File: src/rtl/mips_pkg.sv
// Shared MIPS decode definitions: opcode/funct encodings, ALU operation codes,
// the decoded-instruction record and the pure decode function used by the ID stage.
package mips_pkg;

    localparam int ALU_OP_W = 6;

    localparam logic [5:0] OP_RTYPE = 6'h00;
    localparam logic [5:0] OP_BEQ   = 6'h04;
    localparam logic [5:0] OP_ADDI  = 6'h08;
    localparam logic [5:0] OP_SLTI  = 6'h0A;
    localparam logic [5:0] OP_ANDI  = 6'h0C;
    localparam logic [5:0] OP_ORI   = 6'h0D;
    localparam logic [5:0] OP_LUI   = 6'h0F;
    localparam logic [5:0] OP_LW    = 6'h23;
    localparam logic [5:0] OP_SW    = 6'h2B;

    localparam logic [5:0] FN_SLL = 6'h00;
    localparam logic [5:0] FN_ADD = 6'h20;
    localparam logic [5:0] FN_SUB = 6'h22;
    localparam logic [5:0] FN_AND = 6'h24;
    localparam logic [5:0] FN_OR  = 6'h25;
    localparam logic [5:0] FN_SLT = 6'h2A;

    typedef enum logic [ALU_OP_W-1:0] {
        ALU_NOP = 6'd0,
        ALU_ADD = 6'd1,
        ALU_SUB = 6'd2,
        ALU_AND = 6'd3,
        ALU_OR  = 6'd4,
        ALU_SLT = 6'd5,
        ALU_SLL = 6'd6,
        ALU_LUI = 6'd7
    } alu_op_e;

    typedef struct packed {
        logic [4:0]  rs;
        logic [4:0]  rt;
        logic [4:0]  wd;
        logic        require_rs;
        logic        require_rt;
        logic        reg_write;
        logic [31:0] imm;
        alu_op_e     alu_op;
        logic        mem_rd;
        logic        mem_wr;
        logic        branch;
        logic        illegal;
    } decoded_t;

    // wd is zero for instructions that write nothing; sll carries its shift amount in imm.
    function automatic decoded_t decode(input logic [31:0] ir);
        decoded_t   d;
        logic [4:0] dest;
        logic       writes;
        d            = '0;
        d.rs         = ir[25:21];
        d.rt         = ir[20:16];
        d.alu_op     = ALU_NOP;
        dest         = 5'd0;
        writes       = 1'b0;
        case (ir[31:26])
            OP_RTYPE: begin
                dest         = ir[15:11];
                writes       = 1'b1;
                d.require_rs = 1'b1;
                d.require_rt = 1'b1;
                case (ir[5:0])
                    FN_ADD: d.alu_op = ALU_ADD;
                    FN_SUB: d.alu_op = ALU_SUB;
                    FN_AND: d.alu_op = ALU_AND;
                    FN_OR:  d.alu_op = ALU_OR;
                    FN_SLT: d.alu_op = ALU_SLT;
                    FN_SLL: begin
                        d.alu_op     = ALU_SLL;
                        d.require_rs = 1'b0;
                        d.imm        = {27'd0, ir[10:6]};
                    end
                    default: begin
                        d.illegal    = 1'b1;
                        writes       = 1'b0;
                        d.require_rs = 1'b0;
                        d.require_rt = 1'b0;
                    end
                endcase
            end
            OP_ADDI, OP_SLTI: begin
                dest         = ir[20:16];
                writes       = 1'b1;
                d.require_rs = 1'b1;
                d.imm        = {{16{ir[15]}}, ir[15:0]};
                d.alu_op     = (ir[31:26] == OP_ADDI) ? ALU_ADD : ALU_SLT;
            end
            OP_ANDI, OP_ORI: begin
                dest         = ir[20:16];
                writes       = 1'b1;
                d.require_rs = 1'b1;
                d.imm        = {16'd0, ir[15:0]};
                d.alu_op     = (ir[31:26] == OP_ANDI) ? ALU_AND : ALU_OR;
            end
            OP_LUI: begin
                dest     = ir[20:16];
                writes   = 1'b1;
                d.imm    = {ir[15:0], 16'd0};
                d.alu_op = ALU_LUI;
            end
            OP_LW: begin
                dest         = ir[20:16];
                writes       = 1'b1;
                d.require_rs = 1'b1;
                d.imm        = {{16{ir[15]}}, ir[15:0]};
                d.alu_op     = ALU_ADD;
                d.mem_rd     = 1'b1;
            end
            OP_SW: begin
                d.require_rs = 1'b1;
                d.require_rt = 1'b1;
                d.imm        = {{16{ir[15]}}, ir[15:0]};
                d.alu_op     = ALU_ADD;
                d.mem_wr     = 1'b1;
            end
            OP_BEQ: begin
                d.require_rs = 1'b1;
                d.require_rt = 1'b1;
                d.imm        = {{16{ir[15]}}, ir[15:0]};
                d.alu_op     = ALU_SUB;
                d.branch     = 1'b1;
            end
            default: d.illegal = 1'b1;
        endcase
        d.wd        = writes ? dest : 5'd0;
        d.reg_write = writes && (dest != 5'd0);
        return d;
    endfunction

endpackage

File: src/rtl/reg_scoreboard.sv
// Per-register pending-write counters: issue increments, writeback decrements,
// with combinational busy/full queries for three register indices.
module reg_scoreboard #(
    parameter int NREG     = 32,
    parameter int SB_CNT_W = 2
) (
    input  logic                     clk,
    input  logic                     rst_n,
    input  logic                     inc_en,
    input  logic [$clog2(NREG)-1:0]  inc_idx,
    input  logic                     dec_en,
    input  logic [$clog2(NREG)-1:0]  dec_idx,
    input  logic [$clog2(NREG)-1:0]  query_a,
    input  logic [$clog2(NREG)-1:0]  query_b,
    input  logic [$clog2(NREG)-1:0]  query_w,
    output logic                     busy_a,
    output logic                     busy_b,
    output logic                     full_w
);
    localparam int IDX_W = $clog2(NREG);
    localparam logic [SB_CNT_W-1:0] CNT_MAX = '1;

    logic [NREG-1:0][SB_CNT_W-1:0] cnt_all;

    for (genvar gi = 0; gi < NREG; gi++) begin : g_cnt
        if (gi == 0) begin : g_zero
            // r0 is hard-wired, so it never has a write outstanding.
            assign cnt_all[gi] = '0;
        end else begin : g_reg
            logic [SB_CNT_W-1:0] cnt_reg;
            logic                inc_hit;
            logic                dec_hit;

            assign inc_hit = inc_en && (inc_idx == IDX_W'(gi));
            assign dec_hit = dec_en && (dec_idx == IDX_W'(gi));

            always_ff @(posedge clk or negedge rst_n) begin
                if (!rst_n) begin
                    cnt_reg <= '0;
                end else if (inc_hit && !dec_hit) begin
                    cnt_reg <= cnt_reg + SB_CNT_W'(1);
                end else if (dec_hit && !inc_hit && (cnt_reg != '0)) begin
                    cnt_reg <= cnt_reg - SB_CNT_W'(1);
                end
            end

            a_no_underflow: assert property (@(posedge clk) disable iff (!rst_n)
                !(dec_hit && !inc_hit && (cnt_reg == '0)));

            assign cnt_all[gi] = cnt_reg;
        end
    end

    assign busy_a = (cnt_all[query_a] != '0);
    assign busy_b = (cnt_all[query_b] != '0);
    assign full_w = (cnt_all[query_w] == CNT_MAX);

endmodule

File: src/rtl/decode_stage.sv
// MIPS ID stage: holds one instruction from IF, decodes it and issues to EX only
// when no source has an outstanding write and the destination counter has room.
module decode_stage #(
    parameter int NREG     = 32,
    parameter int SB_CNT_W = 2,
    parameter int ALU_OP_W = 6
) (
    input  logic                clk,
    input  logic                rst_n,
    input  logic                if_valid,
    input  logic [31:0]         if_ir,
    input  logic [31:0]         if_pc,
    output logic                id_ready,
    input  logic                flush,
    input  logic                ex_ready,
    output logic                id_valid,
    output logic [31:0]         id_pc,
    output logic [4:0]          rs,
    output logic [4:0]          rt,
    output logic [4:0]          wd,
    output logic                require_rs,
    output logic                require_rt,
    output logic                reg_write,
    output logic [31:0]         imm,
    output logic [ALU_OP_W-1:0] alu_op,
    output logic                mem_rd,
    output logic                mem_wr,
    output logic                branch,
    output logic                illegal,
    input  logic                wb_valid,
    input  logic [4:0]          wb_rd
);
    import mips_pkg::*;

    logic        held_valid_reg;
    logic [31:0] ir_reg;
    logic [31:0] pc_reg;
    decoded_t    dec;
    logic        busy_rs;
    logic        busy_rt;
    logic        full_wd;
    logic        hazard;
    logic        issue;

    // Decoded fields read as zero whenever nothing is held.
    always_comb begin
        dec = '0;
        if (held_valid_reg) begin
            dec = decode(ir_reg);
        end
    end

    reg_scoreboard #(
        .NREG     (NREG),
        .SB_CNT_W (SB_CNT_W)
    ) u_scoreboard (
        .clk      (clk),
        .rst_n    (rst_n),
        .inc_en   (issue && dec.reg_write),
        .inc_idx  (dec.wd),
        .dec_en   (wb_valid),
        .dec_idx  (wb_rd),
        .query_a  (dec.rs),
        .query_b  (dec.rt),
        .query_w  (dec.wd),
        .busy_a   (busy_rs),
        .busy_b   (busy_rt),
        .full_w   (full_wd)
    );

    assign hazard   = (dec.require_rs && busy_rs)
                    || (dec.require_rt && busy_rt)
                    || (dec.reg_write && full_wd);
    assign id_valid = held_valid_reg && !hazard && !flush;
    assign issue    = id_valid && ex_ready;
    assign id_ready = !held_valid_reg || issue || flush;

    // A flush wins over a same-cycle IF transfer: IF is being redirected too.
    always_ff @(posedge clk or negedge rst_n) begin
        if (!rst_n) begin
            held_valid_reg <= 1'b0;
            ir_reg         <= '0;
            pc_reg         <= '0;
        end else if (flush) begin
            held_valid_reg <= 1'b0;
        end else if (if_valid && id_ready) begin
            held_valid_reg <= 1'b1;
            ir_reg         <= if_ir;
            pc_reg         <= if_pc;
        end else if (issue) begin
            held_valid_reg <= 1'b0;
        end
    end

    assign id_pc      = pc_reg;
    assign rs         = dec.rs;
    assign rt         = dec.rt;
    assign wd         = dec.wd;
    assign require_rs = dec.require_rs;
    assign require_rt = dec.require_rt;
    assign reg_write  = dec.reg_write;
    assign imm        = dec.imm;
    assign alu_op     = ALU_OP_W'(dec.alu_op);
    assign mem_rd     = dec.mem_rd;
    assign mem_wr     = dec.mem_wr;
    assign branch     = dec.branch;
    assign illegal    = dec.illegal;

endmodule

File: config.mk
export PLATFORM = sky130hd
export DESIGN_NAME = decode_stage
export DESIGN_NICKNAME = d
export VERILOG_FILES = /design/src/rtl/mips_pkg.sv /design/src/rtl/reg_scoreboard.sv /design/src/rtl/decode_stage.sv
export SDC_FILE = /design/constraint.sdc
export NUM_CORES = 1
export LEC_CHECK = 0
export BUFFER_PORTS_ARGS = -buffer_cell sky130_fd_sc_hd__buf_2
export CORE_UTILIZATION = 56
export DETAILED_ROUTE_END_ITERATION = 6
export HOLD_SLACK_MARGIN = 0.02
export PLACE_DENSITY_LB_ADDON = 0.08
export SYNTH_ARGS = -nofsm -noshare
export SYNTH_HDL_FRONTEND = slang
export SYNTH_SLANG_ARGS = --single-unit
File: constraint.sdc
create_clock -name clk -period 4.9 [get_ports clk]
set_input_delay 0.735 -clock clk [delete_from_list [all_inputs] [get_ports clk]]
set_output_delay 0.735 -clock clk [all_outputs]
set_load 0.01 [all_outputs]
# [Word-level counts from Yosys, hierarchy flattened]
# Cells that the tools add are included.
[word_totals] ff_bits=127 inputBits=75 out_inout_bits=94 word_cells=578
[op_classes] n_addsub=62 n_lt_le_gt_ge=3 eq_ne=76 muxes=91 n_bitwise=1 reduce_logical=311
[op_table] operator="38-bit one-hot mux with 6 select lines" n=1
[op_table] operator="1-bit logical AND" n=164
[op_table] operator="5-bit equality test, second input constant" n=32
[op_table] operator="2-bit 2-to-1 mux" n=65
[op_table] operator="2-bit nonzero test" n=64
[op_table] operator="5-bit by 4-bit equality test with 1-bit output, second input constant" n=16
[op_table] operator="1-bit logical NOT" n=65
[op_table] operator="2-bit by 1-bit adder with 2-bit output, second input constant" n=31
[op_table] operator="2-bit by 1-bit subtractor with 2-bit output, second input constant" n=31
[op_table] operator="60-bit 2-to-1 mux" n=1
[op_table] operator="6-bit equality test, second input constant" n=7
[op_table] operator="5-bit by 3-bit equality test with 1-bit output, second input constant" n=8
[op_table] operator="2-bit binary-select mux with 5-bit select" n=3
[op_table] operator="6-bit by 4-bit equality test with 1-bit output, second input constant" n=5
[op_table] operator="5-bit by 2-bit equality test with 1-bit output, second input constant" n=4
[op_table] operator="5-bit by 6-bit < comparator with 1-bit output, second input constant" n=3
[op_table] operator="3-bit one-hot mux with 6 select lines" n=1
[op_table] operator="5-bit 2-to-1 mux" n=3
[op_table] operator="6-bit logical NOT" n=2
[op_table] operator="6-bit OR reduction" n=2
[op_table] operator="5-bit by 1-bit equality test with 1-bit output, second input constant" n=2
[op_table] operator="1-bit 2-to-1 mux" n=10
[op_table] operator="5-bit one-hot mux with 2 select lines" n=1
[op_table] operator="1-bit one-hot mux with 2 select lines" n=4
[op_table] operator="other kinds (12)" n=19

# [Depth between registers and ports, before layout]
[depth] ltp_word=24 mapped_depth=15 depth_no_buf=12

# [Hierarchy]
# A second synthesis with hierarchy kept.
[unflattened] hier_cells=879 area_unflattened_um2=8431.8
[by_module_without_submodules] mod="reg_scoreboard" n_inst=1 cells_per_inst=569 area_per_inst_um2=4698.3 seq_area_each_um2=1551.5
[by_module_without_submodules] mod="decode_stage" n_inst=1 cells_per_inst=310 area_per_inst_um2=3733.6 seq_area_each_um2=1626.6

# [Worst setup path before layout]
# OpenSTA, ideal clock, no wires.
[synth_timing] path_type="register -> output" startpoint="register ir_reg[0]" endpoint="output port id_valid" arrival_ns=2.903 t_required_ns=4.165 path_slack_ns=1.262 stages_incl_launch_ff=12 path_buffers=3 path_cell_list="dfrtp_1 > clkbuf_1 > nor2_1 > nand3_1 > a211o_1 > a221oi_2 > o2111a_1 > a221oi_1 > o41ai_1 > clkbuf_1 > buf_2 > nor2_1"
[synth_via] elab_chain_len=15 elab_cells_between_ends=28 cone_classes="6 x eq/ne; 10 x mux; 12 x reduce/logical"
[synth_rtl] item="from (decl)" line="decode_stage.sv:36" text="logic [31:0] ir_reg;"
[synth_rtl] item="from (signal assigned)" line="decode_stage.sv:88" text="ir_reg <= if_ir;"
[synth_rtl] item="6-bit equality test or 6-bit logical NOT (tied branches)" line="mips_pkg.sv:67" text="case (ir[5:0])"
[synth_rtl] item="6-bit OR reduction (no source line) (*)"
[synth_rtl] item="1-bit 2-to-1 mux (*)" line="mips_pkg.sv:67"
[synth_rtl] item="1-bit one-hot mux with 2 select lines (*)" line="mips_pkg.sv:61" text="case (ir[31:26])"
[synth_rtl] item="1-bit 2-to-1 mux (*)" line="decode_stage.sv:48" text="if (held_valid_reg) begin"
[synth_rtl] item="5-bit 2-to-1 mux (*)" line="mips_pkg.sv:130" text="d.wd = writes ? dest : 5'd0;"
[synth_rtl] item="60-bit 2-to-1 mux (*)" line="decode_stage.sv:48"
[synth_rtl] item="via wd[2]" line="decode_stage.sv:20" text="output logic [4:0] wd,"
[synth_rtl] item="2-bit binary-select mux with 5-bit select (*)" line="reg_scoreboard.sv:56" text="assign full_w = (cnt_all[query_w] == CNT_MAX);"
[synth_rtl] item="2-bit 2-to-1 mux (implied by the code) (*)" line="reg_scoreboard.sv:56"
[synth_rtl] item="2-bit equality test (*)" line="reg_scoreboard.sv:56"
[synth_rtl] item="1-bit logical AND (*)" line="decode_stage.sv:73" text="|| (dec.reg_write && full_wd);"
[synth_rtl] item="1-bit logical OR (*)" line="decode_stage.sv:73"
[synth_rtl] item="1-bit logical NOT (*)" line="decode_stage.sv:74" text="assign id_valid = held_valid_reg && !hazard && !flush;"
[synth_rtl] item="1-bit logical AND (*) (2 in series)" line="decode_stage.sv:74"
[synth_rtl] item="to (decl)" line="decode_stage.sv:16" text="output logic id_valid,"
# Mark *: on every way through the listed nets, which the timed path passes. The rest lies on a longest branch. The select of a mux whose other input is x is not followed.

# [Worst setup path in the final report]
[layout_timing] startpoint="register ir_reg[29]" endpoint="output port id_ready"
[layout_via] elab_chain_len=17 elab_cells_between_ends=36 cone_classes="9 x eq/ne; 10 x mux; 17 x reduce/logical"
[layout_rtl] item="6-bit by 4-bit equality test with 1-bit output or 6-bit equality test (tied branches)" line="mips_pkg.sv:61"
[layout_rtl] item="6-bit OR reduction (no source line)"
[layout_rtl] item="5-bit one-hot mux with 2 select lines or 1-bit one-hot mux with 2 select lines (tied branches)" line="mips_pkg.sv:61"
[layout_rtl] item="5-bit 2-to-1 mux or 1-bit 2-to-1 mux (tied branches)" line="decode_stage.sv:48"
[layout_rtl] item="5-bit 2-to-1 mux" line="mips_pkg.sv:130"
[layout_rtl] item="60-bit 2-to-1 mux (*)" line="decode_stage.sv:48"
[layout_rtl] item="2-bit binary-select mux with 5-bit select" line="reg_scoreboard.sv:56"
[layout_rtl] item="2-bit 2-to-1 mux (implied by the code)" line="reg_scoreboard.sv:56"
[layout_rtl] item="2-bit equality test" line="reg_scoreboard.sv:56"
[layout_rtl] item="1-bit logical AND" line="decode_stage.sv:73"
[layout_rtl] item="1-bit logical OR (*)" line="decode_stage.sv:73"
[layout_rtl] item="1-bit logical NOT (*)" line="decode_stage.sv:74"
[layout_rtl] item="1-bit logical AND (*) (2 in series)" line="decode_stage.sv:74"
[layout_rtl] item="1-bit logical AND (*)" line="decode_stage.sv:75" text="assign issue = id_valid && ex_ready;"
[layout_rtl] item="1-bit logical OR (*) (2 in series)" line="decode_stage.sv:76" text="assign id_ready = !held_valid_reg || issue || flush;"
[layout_rtl] item="to (decl)" line="decode_stage.sv:13" text="output logic id_ready,"
# Mark *: on every way between the ends. The rest lies on a longest branch, timed or not. The select of a mux whose other input is x is not followed.

==> results.md <==
- CP endpoint kind: output port
- Worst EP required: 4160 ps
- Worst-Margin Slew: 1190 ps
- Routed Antenna Nets: 0
- Setup slack, reg-to-reg: 480 ps
- TritonCTS clock tree: yes
- R2R Path Start: ir_reg[29]
- Placer's final routability congestion estimate: 0.978
- Cells on worst reg2reg path: 11
- Setup Viol. Count Final: 0
- CP Launch Type: register
- Layout Nets: 1,226
- Netlist cell types: 74
- Failing checks: design-rule violations
- Routed WL: 27.2 mm
- Syn Inst Count: 1,000
- Cell Chain, Critical Path: nor4_2, nand2_1, a211o_1, a221oi_2, nand2_1, a31oi_1, a211oi_1, or3b_1, nand2_1, buf_2
- Die X: 126 µm
- Status: complete, but fails checks
- RSZ-0062 raised after global routing: false
- Leakage: 4.46 nW
- Hold Crit Class: primary input to asynchronous set/reset pin
- Post-Synthesis Mean Instance Area: 8.55 µm²
- Drt first pass iters: 7
- Routed length per placed instance: 20.2 µm
- CTS resizes: 0
- FMAX: 216 MHz
- Fraction of registers with async set or reset after synthesis: 100%
- Slowest stage delay, CP: 540 ps
- Number of synthesized flops with an enable pin: 0
- Final Hold Viols: 0
- Number of flip-flops in the largest register: 62
- Most common cell after layout, fill and taps aside: buf_2
- Vias in the first global route: 8,145
- Detailed Route Iter0 Violations: 840
- Initial antenna violation count: 0
- Most frequent cells in the layout: 164 x buf_2, 127 x dfrtp_1, 106 x nand2_1
- Number of cell rows: 44
- Mapped Area: 8550 µm²
- Critical path class: register to output port
- GRT Util Overall: 35.4%
- Die Ht: 126 µm
- Yosys reg bits: 127
- Port bufs: 165
- Pwr/cell area: 348 nW/µm²
- Initial Util: 58.1%
- IO Pins: 169
- Core area: 14,700 µm²
- Dpl ws: 626 ps
- Final setup margin: 276 ps
- Reg2reg end: id_pc[4]
- Via count: 8,638
- Post-Route Setup TNS: 0 ps
- Root buffer cell: clkbuf_16
- Most frequent CP cell: nand2_1
- Largest net degree at the start of global routing: 54
- Post-CTS Setup Bufs: 0
- Layout cells sized above 1: 20.3%
- Diode count: 0
- Non-filler instance count after layout: 1,348
- Num CTS Buffers: 17
- YS warnings: 0
- DRC Markers: 13
- Slew Limit Fails: 0
- Max-cap viol count: 0
- Worst rel slew slack: 20.2%
- Clock-pin slew on the worst setup and hold paths: 70 ps
- Fin crit period: 4620 ps
- Crit-path max FO: 15
- GR Overflow Total: 0
- Hold WS: 257 ps
- Max stage delay cell, worst path: dfrtp_1
- Layout fillers: 1,252
- Final HPWL DP: 20.0 mm
- Clock skew: 16.8 ps
- First-pass GRT wire length: 43.2 mm
- Seq/Total Area, Yosys: 37.2%
- Post-layout util: 68.7%
- Vias per cell: 6.41
- Total power draw: 3.52 mW
- Die area: 15,800 µm²
- Placed cell area: 9510 µm²
- Worst VDD drop: 0.000352 V
- Clk_lat worst skew: 440 ps
- Cts hold-fix bufs: 0
- Synth Flop Type: dfrtp_1
- FF+latch area: 3180 µm²
- Clk buf depth: 2
- Final Instance Area: 10,100 µm²
- WP data arrival: 3890 ps
- Number of H-tree levels: 4
- Dpl cells: 1,316
- Area grow syn2layout: 18.2%
- Area of the multi-input gates: 4960 µm²
- Clock Sinks: 127
- Final Cycle Share: 94.4%
## synthesized netlist by cell type, types with 11 or more instances
cell type  count  area, µm²
o31a_1        13        114
nand2_1      106        398
and2_1        26        163
nand3_1       33        165
nor4_1        25        156
nor2_1        99        372
o21a_1        13       97.6
buf_2         13       65.1
dfrtp_1      127       3180
mux2_1        64        721
inv_1         41        154
a31oi_1       13       81.3
clkbuf_1      27        101
o21ai_0       56        280
a211oi_1      29        218
a21oi_1       49        245
a22oi_1       18        135
nor3_1        39        195
a21o_1        13       97.6
xnor2_1       12        105
o311ai_0      11       96.3
nand4_1       15       93.8
## power breakdown
part	switching, mW	leakage [nW]	total [mW]	internal (mW)
combinational	0.482	2.63	0.816	0.334
sequential	0.224	1.54	1.43	1.20
clock	0.588	0.283	1.27	0.683
total	1.29	4.46	3.52	2.22
## worst max-delay path: cells and delay by family, from the launching register on
kind,cells,cell delay [ps]
and+or+nand+nor,5,1550
AOI/OAI and AO/OA,4,1210
DFF,1,540
buffers and inverters,1,140
## per-layer routing
metal	vias to the layer above	share of wire, %	GRT usage (%)
li1	4023	-	-
met5	-	0	0
met3	65	9.6	8.26
met2	457	45	54.8
met4	0	2.8	14.4
met1	4093	42	47.8
## layout make-up
type | count | area share [%]
clock buffers | 17 | 4.21
clock inverters | 15 | 1.62
multi-input cells | 781 | 49.1
flip-flops and latches | 127 | 31.5
well taps | 184 | 2.28
inverters | 42 | 1.56
repair buffers | 182 | 9.71
## logic make-up after synthesis
| logic type | Yosys count | synth area share [%] |
|---|---|---|
| AOI/OAI and AO/OA | 289 | 23.5 |
| xor gates and xnor gates | 14 | 1.43 |
| buffers and inverters | 94 | 4.93 |
| DFF | 127 | 37.2 |
| muxes | 70 | 9.74 |
| other | 1 | 0.0439 |
| and+or+nand+nor | 405 | 23.1 |
## worst max-delay path by stage
stage	start	endpoint	slack, ps	cells past startpoint
2_1_floorplan	ir_reg[0]	id_valid	1260	11
3_3_place_gp	ir_reg[29]	id_pc[11]	790	11
3_5_place_dp	ir_reg[31]	id_pc[11]	630	13
4_1_cts	ir_reg[31]	id_ready	390	12
5_1_grt	ir_reg[29]	id_ready	150	11
6_report	ir_reg[29]	id_ready	280	10
No activity file was read; power rests on OpenSTA's default activity.
